--- src/rtl/fetch_steer.sv ---
// fetch_steer: instruction-fetch and branch-steering controller for the PC.
// Fetches one instruction per pass, hands it to the datapath, and pulses the
// decoded branch type to the PC for a single cycle. Outside that cycle the
// branch type is held at 2'b11 so the PC does not move.
// Optional build macro: FETCH_STEER_STATS_EN adds the stat_retired and
// stat_taken 16-bit saturating counters.
module fetch_steer #(
    parameter int IW = 9,
    parameter int AW = 10
) (
    input  logic              clk,
    input  logic              reset,
    input  logic              start,
    input  logic [AW-1:0]     p_ct,
    output logic              pc_rst,
    output logic              imem_req,
    output logic [AW-1:0]     imem_addr,
    input  logic              imem_valid,
    input  logic [IW-1:0]     imem_data,
    output logic [IW-1:0]     inst,
    output logic              inst_valid,
    input  logic              inst_ready,
    input  logic              zero_flag,
    output logic [1:0]        branchType,
    output logic signed [2:0] threeBitOffset,
    output logic signed [5:0] sixBitOffset,
    output logic              halted
`ifdef FETCH_STEER_STATS_EN
    ,
    output logic [15:0]       stat_retired,
    output logic [15:0]       stat_taken
`endif
);

    typedef enum logic [2:0] {
        S_IDLE  = 3'd0,
        S_FETCH = 3'd1,
        S_ISSUE = 3'd2,
        S_STEER = 3'd3,
        S_HALT  = 3'd4
    } state_t;

    localparam logic [8:0] HALT_INST = 9'b101_111111;

    state_t        state_reg, state_next;
    logic [IW-1:0] inst_reg;
    logic          zf_reg;
    logic [1:0]    steer_type;
    logic          is_halt;

    // State register; reset drops any in-flight fetch or handshake.
    always_ff @(posedge clk or negedge reset) begin
        if (!reset) state_reg <= S_IDLE;
        else        state_reg <= state_next;
    end

    // Capture the fetched instruction; it stays stable through ISSUE and STEER.
    always_ff @(posedge clk or negedge reset) begin
        if (!reset)                              inst_reg <= '0;
        else if (state_reg == S_FETCH && imem_valid) inst_reg <= imem_data;
    end

    // Sample the zero flag on the handshake edge; it steers BZ in STEER.
    always_ff @(posedge clk or negedge reset) begin
        if (!reset)                                  zf_reg <= 1'b0;
        else if (state_reg == S_ISSUE && inst_ready) zf_reg <= zero_flag;
    end

    // Branch decode from the registered instruction and sampled zero flag.
    always_comb begin
        steer_type = 2'b00;
        is_halt    = (inst_reg[8:0] == HALT_INST);
        case (inst_reg[8:6])
            3'b110:  steer_type = zf_reg ? 2'b01 : 2'b00;
            3'b111:  steer_type = 2'b10;
            default: steer_type = 2'b00;
        endcase
    end

    // Next-state logic and per-state outputs.
    always_comb begin
        state_next = state_reg;
        pc_rst     = 1'b0;
        imem_req   = 1'b0;
        inst_valid = 1'b0;
        halted     = 1'b0;
        branchType = 2'b11;
        case (state_reg)
            S_IDLE: begin
                pc_rst = 1'b1;
                if (start) state_next = S_FETCH;
            end
            S_FETCH: begin
                imem_req = 1'b1;
                if (imem_valid) state_next = S_ISSUE;
            end
            S_ISSUE: begin
                inst_valid = 1'b1;
                if (inst_ready) state_next = is_halt ? S_HALT : S_STEER;
            end
            S_STEER: begin
                branchType = steer_type;
                state_next = S_FETCH;
            end
            S_HALT: begin
                halted = 1'b1;
                if (start) state_next = S_IDLE;
            end
            default: state_next = S_IDLE;
        endcase
    end

    assign imem_addr      = imem_req ? p_ct : '0;
    assign inst           = inst_reg;
    assign threeBitOffset = inst_reg[2:0];
    assign sixBitOffset   = inst_reg[5:0];

`ifdef FETCH_STEER_STATS_EN
    logic [15:0] retired_reg, taken_reg;
    logic        enter_idle, taken_now;

    assign enter_idle = (state_next == S_IDLE) && (state_reg != S_IDLE);
    assign taken_now  = (branchType == 2'b01) || (branchType == 2'b10);

    // Saturating retire/taken counters, cleared whenever the controller re-enters IDLE.
    always_ff @(posedge clk or negedge reset) begin
        if (!reset) begin
            retired_reg <= '0;
            taken_reg   <= '0;
        end else if (enter_idle) begin
            retired_reg <= '0;
            taken_reg   <= '0;
        end else if (state_reg == S_STEER) begin
            if (retired_reg != 16'hFFFF)            retired_reg <= retired_reg + 16'd1;
            if (taken_now && taken_reg != 16'hFFFF) taken_reg   <= taken_reg + 16'd1;
        end
    end

    assign stat_retired = retired_reg;
    assign stat_taken   = taken_reg;
`endif

endmodule

--- config.mk ---
export PLATFORM = sky130hd
export DESIGN_NAME = fetch_steer
export DESIGN_NICKNAME = d
export VERILOG_FILES = /design/src/rtl/fetch_steer.sv
export SDC_FILE = /design/constraint.sdc
export NUM_CORES = 1
export LEC_CHECK = 0
export ABC_AREA = 1
export ABC_CLOCK_PERIOD_IN_PS = 1200
export CAP_MARGIN = 20
export CORE_MARGIN = 5
export CORE_UTILIZATION = 31
export CTS_CLUSTER_DIAMETER = 60
export DETAILED_ROUTE_END_ITERATION = 6
export PLACE_DENSITY_LB_ADDON = 0.2
export SLEW_MARGIN = 10
export SYNTH_ARGS = -nofsm -noshare
export SYNTH_HDL_FRONTEND = slang
export SYNTH_SLANG_ARGS = --single-unit
--- constraint.sdc ---
create_clock -name clk -period 1.2 [get_ports clk]
set_input_delay 0.18 -clock clk [delete_from_list [all_inputs] [get_ports clk]]
set_output_delay 0.18 -clock clk [all_outputs]
set_load 0.02 [all_outputs]
# ---- Yosys cells after proc, flatten, opt, wreduce, memory -nomap -nowiden
# Cells that the tools add are included.
dict set report op_classes {
  eq_ne 11
  n_mux 14
  n_reduce_logical 4
}
# operator count
set op_table {}
lappend op_table {{$mux W3} 5}
lappend op_table {{$pmux W3 S5} 1}
lappend op_table {{$mux W10} 1}
lappend op_table {{$eq A3 B3 Y1 const B} 3}
lappend op_table {{$eq A9 B9 Y1 const B} 1}
lappend op_table {{$ne A2 B2 Y1 const B} 4}
lappend op_table {{$eq A3 B2 Y1 const B} 2}
lappend op_table {{$mux W1} 5}
lappend op_table {{$pmux W2 S2} 1}
lappend op_table {{$reduce_and A4 Y1} 1}
lappend op_table {{$eq A3 B1 Y1 const B} 1}
lappend op_table {{$logic_not A3 Y1} 1}
lappend op_table {{$logic_and A1 B1 Y1} 2}
lappend op_table {{$mux W2} 1}
dict set report word_totals {
  register_bits 13
  in_bits 25
  output_inout_bits 34
}

# ---- Longest topological paths before layout
dict set report logic_depth {
  ltp_word 4
  depth_mapped 8
}

# ---- Worst setup path after synthesis
# OpenSTA, ideal clock, no wires.
dict set report synth_timing {
  path_kind {reg-to-reg}
  start {register state_reg[0]}
  end {register state_reg[1]}
  setup_ns 0.117
  arrival_ns 1.212
  required_time_ns 1.083
  setup_slack_ns -0.129
  stages_incl_launch_ff 7
  path_buffers 0
  synth_period_minus_slack_ns 1.329
  cell_sequence {dfrtp_1 nor3_2 nand2_1 nand2_1 nor2_1 nand2_1 nand2_1}
}
dict set report synth_via {
  elab_chain_len 3
  elab_cells_between_ends 11
}
# item line_no
set synth_lines {}
lappend synth_lines {{start, declared} 45} ;# state_t state_reg, state_next;
lappend synth_lines {{start signal, assigned} 54} ;# else state_reg <= state_next;
lappend synth_lines {{$eq A3 B2 Y1, or another cell as far along} 88} ;# case (state_reg)
lappend synth_lines {{$ne A2 B2 Y1 (no line)} --}
lappend synth_lines {{$reduce_and A4 Y1 (no line)} --}
# Parallel ways exist; a longest one is shown, timed or not.
# A chain may end at the register's enable or synchronous reset.

# ---- Worst setup path in the final report
dict set report layout_timing {
  start {register state_reg[2]}
  end {output port branchType[0]}
}
dict set report layout_via {
  elab_chain_len 2
}
# item line_no
set layout_lines {}
lappend layout_lines {{$eq A3 B2 Y1} 88}
lappend layout_lines {{$mux W2} 88}
lappend layout_lines {{end, declared} 24} ;# output logic [1:0] branchType,
# No other way between the ends.

==> flow_summary.json <==
{
  "path_class": "reg -> out",
  "grt.overflow.total": 0,
  "yosys-top-cells-area": "dfrtp_1 39%, nand2_1 15%, buf_4 8.2%",
  "synth.lib_cells_used.distinct": 19,
  "post_route_cells_drive_above_1_share": 0.545,
  "insertion_delay_ps": 290,
  "globalRouteTotalUtil": 0.177,
  "start_util": 0.330,
  "crit_family": "buffers and inverters",
  "synth_async_sr_flop_share": 1.00,
  "required_time_at_the_endpoint_of_the_critical_path_ps": 1020,
  "worst-path-max-fanout": 3,
  "synthesis.area_sq_um": 825,
  "tritoncts_clock_tree": "yes",
  "areaGrowthSynthToFinish_pct": 119,
  "synth_edf_count": 0,
  "skew_ps": 2.00,
  "worst_path_max_delay_cell": "dfrtp_1",
  "largest_register_ffs": 9,
  "timing.final.hold_violations": 0,
  "number_of_drc_violations_after_detailed_routing_iteration_0": 51,
  "route.final.wire_length_microns": 3290,
  "netlist.area_leader.share": 0.395,
  "seq_area_frac_synth": 0.395,
  "floorplan.die_area_sq_mm": 0.00379,
  "total_of_warnings_raised_by_yosys": 0,
  "drt.antenna.violating_nets": 0,
  "layout_min_cycle_time_ps": 1480,
  "die_w_microns": 61.6,
  "num_io_pins": 59,
  "rsz0062_at_grt": "true",
  "remaining_routing_drc_violations": 0,
  "coreArea_sq_mm": 0.00250,
  "timing.max_cap.violations": 0,
  "via_count_of_the_first_global_routing_pass": 1136,
  "max_rail_drop_vdd_mv": 1.71,
  "placement.cell_area_sq_mm": 0.00152,
  "final_design_area_no_fill_sq_mm": 0.00181,
  "static_leakage_uw": 0.000907,
  "drt_first_pass_iters": 4,
  "avgRoutedWirePerCell_microns": 14.3,
  "clock_tree.root_cell": "clkbuf_4",
  "total_power_uw": 4500,
  "antenna_found_initial": 0,
  "setup.worst_path.start_class": "flop",
  "placement.io_buffers": 58,
  "layout.nets": 226,
  "status": "finished, violations left",
  "timing.critical_path.arrival_ps": 1300,
  "capturing_element_type_of_the_critical_path": "output port",
  "synthFlopType": "dfrtp_1",
  "total_number_of_vias": 1062,
  "layout_worst_path_cycle_share": 1.23,
  "failed_checks": "negative setup slack",
  "synthCells": 121,
  "netlist_top_cells_count": "34 x nand2_1, 18 x inv_1, 18 x nor2_1",
  "syn_avg_cell_area_sq_um": 6.81,
  "critical-path-max-stage-delay_ps": 390,
  "final-max-slew-violation-count": 0,
  "fp.dieH_microns": 61.6,
  "yosys.cell_count.top_type": "nand2_1",
  "power.density_cell_area_mw_per_mm2": 2490,
  "dpl.hpwl_microns": 2170,
  "path_buf_inv": 4,
  "cts_hold_buf": 0,
  "cts_inserted_buffers": 3,
  "max-clock-path-buffers": 2,
  "slew_headroom": 0.654,
  "num_antenna_cells": 0,
  "final.setup.worst_slack_ps": -277,
  "slew_worst_pin_ps": 517,
  "drt-vias-per-instance": 4.62,
  "grt_max_degree": 14,
  "min_path_type": "in -> async",
  "synth.net_count": 146,
  "ys_ff_latch": 13,
  "yosysTopAreaCell": "dfrtp_1",
  "row_count": 18,
  "count_of_endpoints_failing_setup_in_the_final_report": 29,
  "clock_pin_slew_of_the_registers_on_the_worst_case_setup_and_hold_paths_ps": 90,
  "clock_sinks": 13,
  "fmax_mhz": 677,
  "global_route_wire_length_before_repair_microns": 4970,
  "cp_cell_sequence": "inv_2 -> buf_6 -> nand3_4 -> inv_4 -> o31ai_2 -> buf_4",
  "gp_congestion": 0.764,
  "htreeDepth": 1
}
cell families after synthesis:
group,share of synthesized area
compound gates,0.0425
simple gates,0.349
buf+inv,0.214
flops,0.395
power by group:
part	internal [uW]	switching, uW	total, uW
logic	1520	1840	3360
registers	634	218	851
clock network	124	164	289
total	2280	2220	4500
final cells by class:
type | instances | area, sq um
clock buffer | 3 | 22.5
sequential | 13 | 327
fill | 205 | 694
tap | 30 | 37.5
timing repair buffer | 85 | 773
multi-input combinational | 75 | 544
clock inverter | 1 | 5.00
inverter | 23 | 96.3
layer usage:
layer | routed length (microns) | GRT usage | up-vias | part of all wire
met5 | 0 | 0 | - | 0
met4 | 60 | 0.0727 | 0 | 0.018
met3 | 314 | 0.0461 | 6 | 0.095
met2 | 1690 | 0.330 | 48 | 0.51
met1 | 1220 | 0.185 | 487 | 0.37
li1 | - | - | 521 | -
per-stage QoR:
step	setup slack, ps	utilization	TNS, ps	hold slack, ps	cells
after global routing	-345	0.722	-6490	209	230
after floorplan	-67.2	-	-672	-116	121
after CTS	-253	0.698	-3520	195	229
final	-277	0.722	-4510	184	230
after global placement	-396	0.607	-7680	475	217
after detailed placement	-448	0.607	-8610	481	217
worst paths after layout:
path,from,endpoint,slack [ps],depth (start not counted)
min in group clk,imem_data[3],inst[3],440,3
max in group asynchronous,reset,state_reg[0],830,2
max,state_reg[2],branchType[0],-280,6
max reg2reg,state_reg[1],state_reg[0],-110,9
min reg2reg,zf_reg,zf_reg,510,2
min,reset,inst[3],180,2
repair_timing:
item	CTS	global route
cloned	2	0
setup buffers	7	1
pin swaps	8	6
gates resized for setup	172	40
hold endpoints to repair	0	0
setup endpoints to repair	47	43
cell usage in the layout (no fill, tap or decap), types with 5 or more instances in the layout:
master            n
buf_4            23
clkdlybuf4s50_1  24
clkbuf_2          9
nand2_1          23
nor2_1            5
nor2_4           10
dfrtp_1          12
inv_1            15
nand2_2           8
nand3_1           9
buf_6            20
(Power assumes the default switching activity.)
